**src/rtl/gpc_pkg.sv**
```systemverilog
// Shared definitions for the generalized parallel counter (GPC) blocks:
// chunk width, FSM state encoding and a constant-foldable clog2 helper.
package gpc_pkg;

  // Number of input bits a gpc117_4 counts in one pass (its src0 column).
  localparam int GPC_CHUNK_W = 7;

  // Controller states; encodings are fixed so other blocks can decode them.
  typedef enum logic [1:0] {
    ST_IDLE = 2'd0,
    ST_RUN  = 2'd1,
    ST_DONE = 2'd2
  } gpc_state_e;

  // Ceiling log2, usable in parameter expressions. clog2(1) returns 0.
  function automatic int clog2(input int value);
    int result;
    int remain;
    result = 0;
    remain = value - 1;
    while (remain > 0) begin
      result++;
      remain = remain >> 1;
    end
    return result;
  endfunction

endpackage

```
**src/rtl/gpc117_4.sv**
```systemverilog
// (1,1,7;4) generalized parallel counter: seven weight-1 inputs, one
// weight-2 input and one weight-4 input summed into a 4-bit result.
// Maximum value is 7 + 2 + 4 = 13, so the output never overflows.
module gpc117_4 (
  input  logic [6:0] src0,
  input  logic       src1,
  input  logic       src2,
  output logic [3:0] dst
);

  // Weighted sum: the single-bit columns are placed at their binary weights,
  // then each weight-1 bit is added in.
  always_comb begin
    dst = {1'b0, src2, src1, 1'b0};
    for (int i = 0; i < 7; i++) begin
      dst = dst + {3'b000, src0[i]};
    end
  end

endmodule

```
**src/rtl/gpc_popcnt_seq.sv**
```systemverilog
// Sequential population counter that time-shares a single gpc117_4.
// A DATA_W-bit word is taken over a valid/ready handshake, counted seven
// bits per cycle (lowest chunk first) and the total is returned over a
// second valid/ready handshake. A finished result and the next word can be
// exchanged in the same edge, so back-to-back words see no bubble.
//
// Optional build macro GPC_POPCNT_THRESH_EN adds a threshold input, sampled
// together with the word, and a registered out_ge flag (count >= thresh).
module gpc_popcnt_seq
  import gpc_pkg::*;
#(
  parameter  int DATA_W = 64,
  localparam int CNT_W  = clog2(DATA_W + 1)
) (
  input  logic              clk,
  input  logic              rst_n,
  input  logic              in_valid,
  output logic              in_ready,
  input  logic [DATA_W-1:0] in_data,
  output logic              out_valid,
  input  logic              out_ready,
  output logic [CNT_W-1:0]  out_count,
`ifdef GPC_POPCNT_THRESH_EN
  input  logic [CNT_W-1:0]  thresh,
  output logic              out_ge,
`endif
  output logic              busy
);

  // Number of 7-bit chunks needed to cover the word; the shift register is
  // padded with zeros up to a whole number of chunks.
  localparam int NCHUNK = (DATA_W + GPC_CHUNK_W - 1) / GPC_CHUNK_W;
  localparam int SR_W   = NCHUNK * GPC_CHUNK_W;
  localparam int IDX_W  = (NCHUNK > 1) ? clog2(NCHUNK) : 1;
  localparam logic [IDX_W-1:0] LAST_IDX = IDX_W'(NCHUNK - 1);

  gpc_state_e        state;
  gpc_state_e        state_next;
  logic [SR_W-1:0]   shift_q;
  logic [CNT_W-1:0]  acc_q;
  logic [IDX_W-1:0]  idx_q;
  logic [CNT_W-1:0]  count_q;
  logic              accept;
  logic              finish;
  logic [3:0]        chunk_dst;
  logic              chunk_dst_unused;
  logic [CNT_W-1:0]  chunk_sum;

`ifdef GPC_POPCNT_THRESH_EN
  logic [CNT_W-1:0]  thresh_q;
  logic              ge_q;
`endif

  // The shared counter only ever sees the lowest chunk of the shift
  // register; the weight-2 and weight-4 columns are not needed here.
  gpc117_4 u_gpc (
    .src0 (shift_q[GPC_CHUNK_W-1:0]),
    .src1 (1'b0),
    .src2 (1'b0),
    .dst  (chunk_dst)
  );

  // With src1/src2 tied low the counter tops out at 7, so bit 3 stays zero.
  assign chunk_dst_unused = chunk_dst[3];

  // Running total including the chunk currently being counted. The total
  // can never exceed DATA_W, which always fits in CNT_W bits.
  assign chunk_sum = acc_q + CNT_W'(chunk_dst[2:0]);

  // State register.
  always_ff @(posedge clk or negedge rst_n) begin
    if (!rst_n) begin
      state <= ST_IDLE;
    end else begin
      state <= state_next;
    end
  end

  // Next-state logic and handshake outputs. in_ready depends on out_ready
  // only in DONE, which is what allows the same-edge hand-off.
  always_comb begin
    state_next = state;
    in_ready   = 1'b0;
    out_valid  = 1'b0;
    busy       = 1'b0;
    accept     = 1'b0;
    finish     = 1'b0;
    case (state)
      ST_IDLE: begin
        in_ready = 1'b1;
        if (in_valid) begin
          accept     = 1'b1;
          state_next = ST_RUN;
        end
      end
      ST_RUN: begin
        busy = 1'b1;
        if (idx_q == LAST_IDX) begin
          finish     = 1'b1;
          state_next = ST_DONE;
        end
      end
      ST_DONE: begin
        out_valid = 1'b1;
        in_ready  = out_ready;
        if (out_ready) begin
          if (in_valid) begin
            accept     = 1'b1;
            state_next = ST_RUN;
          end else begin
            state_next = ST_IDLE;
          end
        end
      end
      default: begin
        state_next = ST_IDLE;
      end
    endcase
  end

  // Datapath: load the word on accept, then shift one chunk per RUN cycle
  // while accumulating; the final sum is captured on the last chunk and
  // held until the next word finishes.
  always_ff @(posedge clk or negedge rst_n) begin
    if (!rst_n) begin
      shift_q <= '0;
      acc_q   <= '0;
      idx_q   <= '0;
      count_q <= '0;
    end else if (accept) begin
      shift_q <= SR_W'(in_data);
      acc_q   <= '0;
      idx_q   <= '0;
    end else if (state == ST_RUN) begin
      shift_q <= shift_q >> GPC_CHUNK_W;
      acc_q   <= chunk_sum;
      idx_q   <= idx_q + IDX_W'(1);
      if (finish) begin
        count_q <= chunk_sum;
      end
    end
  end

  assign out_count = count_q;

`ifdef GPC_POPCNT_THRESH_EN
  // Threshold is captured with the word and compared against the final
  // sum in the same edge that loads out_count, so both stay aligned.
  always_ff @(posedge clk or negedge rst_n) begin
    if (!rst_n) begin
      thresh_q <= '0;
      ge_q     <= 1'b0;
    end else if (accept) begin
      thresh_q <= thresh;
    end else if (finish) begin
      ge_q <= (chunk_sum >= thresh_q);
    end
  end

  assign out_ge = ge_q;
`endif

endmodule

```
**config.mk**
```make
export PLATFORM = sky130hd
export DESIGN_NAME = gpc_popcnt_seq
export DESIGN_NICKNAME = d
export VERILOG_FILES = /design/src/rtl/gpc_pkg.sv /design/src/rtl/gpc117_4.sv /design/src/rtl/gpc_popcnt_seq.sv
export SDC_FILE = /design/constraint.sdc
export NUM_CORES = 1
export LEC_CHECK = 0
export BUFFER_PORTS_ARGS = -buffer_cell sky130_fd_sc_hd__buf_2
export CORE_ASPECT_RATIO = 1.25
export CORE_UTILIZATION = 59
export CTS_CLUSTER_DIAMETER = 80
export DETAILED_ROUTE_END_ITERATION = 8
export GPL_TIMING_DRIVEN = 0
export PLACE_DENSITY = 0.84
export SLEW_MARGIN = 20
export SYNTH_ARGS = -nofsm -noshare
export SYNTH_HDL_FRONTEND = slang
export SYNTH_SLANG_ARGS = --single-unit
```
**constraint.sdc**
```tcl
create_clock -name clk -period 9.7 [get_ports clk]
set_input_delay 1.455 -clock clk [delete_from_list [all_inputs] [get_ports clk]]
set_output_delay 1.455 -clock clk [all_outputs]
set_load 0.02 [all_outputs]
```
==> impl_metrics.yaml <==
detailed_routing:
  first_pass_iters: 4
  avgViaCountPerCell: 5.94
  drtIter0Drc: 183
  drc: 0
  routed_wl_um: 9330
  wl_per_cell_um: 17.5
  ant_nets: 0
  vias: 3172
floorplanning:
  die_x_um: 75.8
  die-area_mm2: 0.00715
  num_io_pins: 78
  start_util: 0.612
  die_y_um: 94.3
  core_region_area_mm2: 0.00657
  num_rows: 33
setup_path:
  path_class: "flip-flop to flip-flop"
  cp_common_cell: "fa_1"
  crit_chain: "ha_1 -> inv_1 -> fa_1 -> fa_1 -> inv_1 -> ha_1 -> fa_1 -> fa_1 -> a21oi_1 -> a2bb2oi_1 -> o21ai_0"
  reg2reg_depth: 11
  rr_startpoint: "shift_q[0]"
  cp.required_ps: 9930
  rr_endpoint: "out_count[4]"
  cp_slowest_cell: "fa_1"
  ff2ff_setup_slack_ps: 5920
  crit_path_start_kind: "flip-flop"
  cp-end-kind: "flip-flop"
  cp_max_fo: 5
  crit_arrival_ps: 4000
  crit_start: "shift_q[0]"
  slowest_delay_ps: 500
yosys:
  syn_area_per_cell_um2: 11.4
  synth_top_area_frac: 0.523
  synth_top_family_by_area: "compound AO/OA/AOI/OAI gates"
  synth_nets: 433
  synth_xor_area_frac: 0.00654
  synthMuxAreaShare: 0.0283
  ys_ff_latch: 84
  synth_edf_count: 0
  async_flop_share: 1.00
  ys.flop_type: "dfrtp_1"
  postSynthCellCount: 353
  synth_area_leader_cell: "dfrtp_1"
  synthAdderAreaFrac: 0.0448
  yosys_warnings: 0
  synth_area_mm2: 0.00402
  synth_most_common_cell: "dfrtp_1"
  synthTopCellsByArea: "dfrtp_1, a221o_1, and2_1, o21ai_0, ha_1"
  yosysUniqueCellTypes: 44
  synth_commonest_cells: "dfrtp_1, a221o_1, and2_1"
  synth_simple_gate_area_share: 0.146
  synth-seq-area-share: 0.523
  synth_compound_area_frac: 0.201
clocking:
  cts_setup_buffers: 0
  root_buffer: "clkbuf_8"
  cts_resized: 0
  holdBufCountCts: 0
  clk_pin_slew_worst_paths_ps: 90
  cts_buffers: 9
  cts_buffer_depth: 2
  clk_latency_ps: 350
  cts.sinks: 84
  htreeDepth: 3
  cts_tree: "yes"
flow_run:
  drv_cap: 0
timing:
  fin_setup_tns_ps: 0
  setup_violations: 0
  slew_viol_final: 0
  fin_skew_ps: 9.40
  slew_headroom: 0.630
  period_share: 0.389
  worst_slew_pin_slew_ps: 551
  period_needed_ps: 3780
  rsz0062_at_grt: "false"
  max_freq_mhz: 265
  hold_viol_final: 0
worst_hold_path:
  hold_path_end: "shift_q[19]"
  min_from: "shift_q[19]"
  min_path_cells: 1
  worstHoldPathType: "flip-flop to flip-flop"
pwr:
  power.leakage_nw: 2.32
  pwr_density_cell_mw_per_mm2: 377
  peakVddDrop_uv: 195
  p_total_w: 0.00179
layout:
  design_area_mm2: 0.00475
  fin_nets: 522
  num_antenna_cells: 0
  nFillCells: 463
  area_delta_synth_final_pct: 18.2
  drive_gt1_frac: 0.268
outcome:
  outcome: "complete, no violations"
placement:
  io_buffers: 77
  placed_cell_area_mm2: 0.00454
  globalplace.congestion: 0.833
  dp_hpwl_um: 6620
global_routing:
  grt_pass1_wl_um: 15000
  grt_overflow: 0
  grt_max_degree: 59
  grt_usage: 0.288
  grt_antenna_before_repair: 0
  grt_pass1_vias: 3073
metrics by stage:
| stage | worst slack (ps) | hold slack (ps) | cells | util |
|---|---|---|---|---|
| floorplan | 6280 | 455 | 353 | - |
| global placement | 6080 | 473 | 517 | 0.688 |
| detailed placement | 5980 | 487 | 518 | 0.692 |
| CTS | 5970 | 505 | 534 | 0.724 |
| global route | 5740 | 522 | 534 | 0.724 |
| finish | 5920 | 510 | 534 | 0.724 |
cells in the final DEF, fill, tap and decap left out, types with 2 or more instances in the layout:
cell type	n
nand2b_1	4
mux2_2	3
inv_1	11
inv_6	2
a211o_1	2
nand3b_1	2
mux2i_1	8
ha_1	8
xor2_1	3
clkinvlp_4	2
a31oi_1	5
nor2_1	3
fa_1	4
a221o_1	50
and2_1	50
clkbuf_8	10
dfrtp_1	84
or3_1	3
nand3_1	17
buf_4	3
o22ai_1	2
buf_2	86
buf_1	2
o21ai_0	27
nand2_1	17
clkbuf_1	6
buf_6	5
a21oi_1	6
sequential cells by signal, indices dropped and copies added (netlist names):
signal	count
state	2
idx_q	4
acc_q	7
out_count	7
shift_q	64
cell type report:
| class | instances | area (µm²) | area share |
|---|---|---|---|
| tap | 87 | 109 | 0.0229 |
| inverter | 12 | 45.0 | 0.00948 |
| timing repair buffer | 78 | 415 | 0.0874 |
| multi-input combinational | 231 | 1720 | 0.361 |
| clock buffer | 10 | 138 | 0.0290 |
| clock inverter | 6 | 71.3 | 0.0150 |
| buffer | 26 | 156 | 0.0329 |
| sequential | 84 | 2100 | 0.442 |
worst max path at each step:
stage | endpoint | cells past startpoint
3_5_place_dp | out_count[4] | 11
4_1_cts | out_count[4] | 11
2_1_floorplan | acc_q[4] | 11
6_report | out_count[4] | 11
5_1_grt | out_count[4] | 11
3_3_place_gp | out_count[4] | 11
worst max-delay path, delay by kind of cell (launching register included):
kind            cells  cell delay (ps)
fa+ha+maj           6             2390
flops               1              400
buf+inv             2              120
compound gates      3              750
report_power, final:
part / switching (W) / internal, W
Sequential: 0.0000924 / 0.000502
Combinational: 0.000511 / 0.000426
Clock: 0.000132 / 0.000128
Total: 0.000734 / 0.00106
routing by layer:
metal	part of all wire	GRT usage
met5	0	0
met4	0.017	0.110
met3	0.049	0.0590
met2	0.52	0.468
met1	0.42	0.374
logic make-up (layout without fill, tap and decap cells):
family,count (synthesis),after routing
AND/OR/NAND/NOR,104,104
AO/OA/AOI/OAI,101,101
flip-flops,84,84
buffers and inverters,38,132
adder cells (fa/ha/maj),12,12
multiplexers,11,11
XOR/XNOR,3,3
Note: power is estimated with default switching activity, not from simulation.
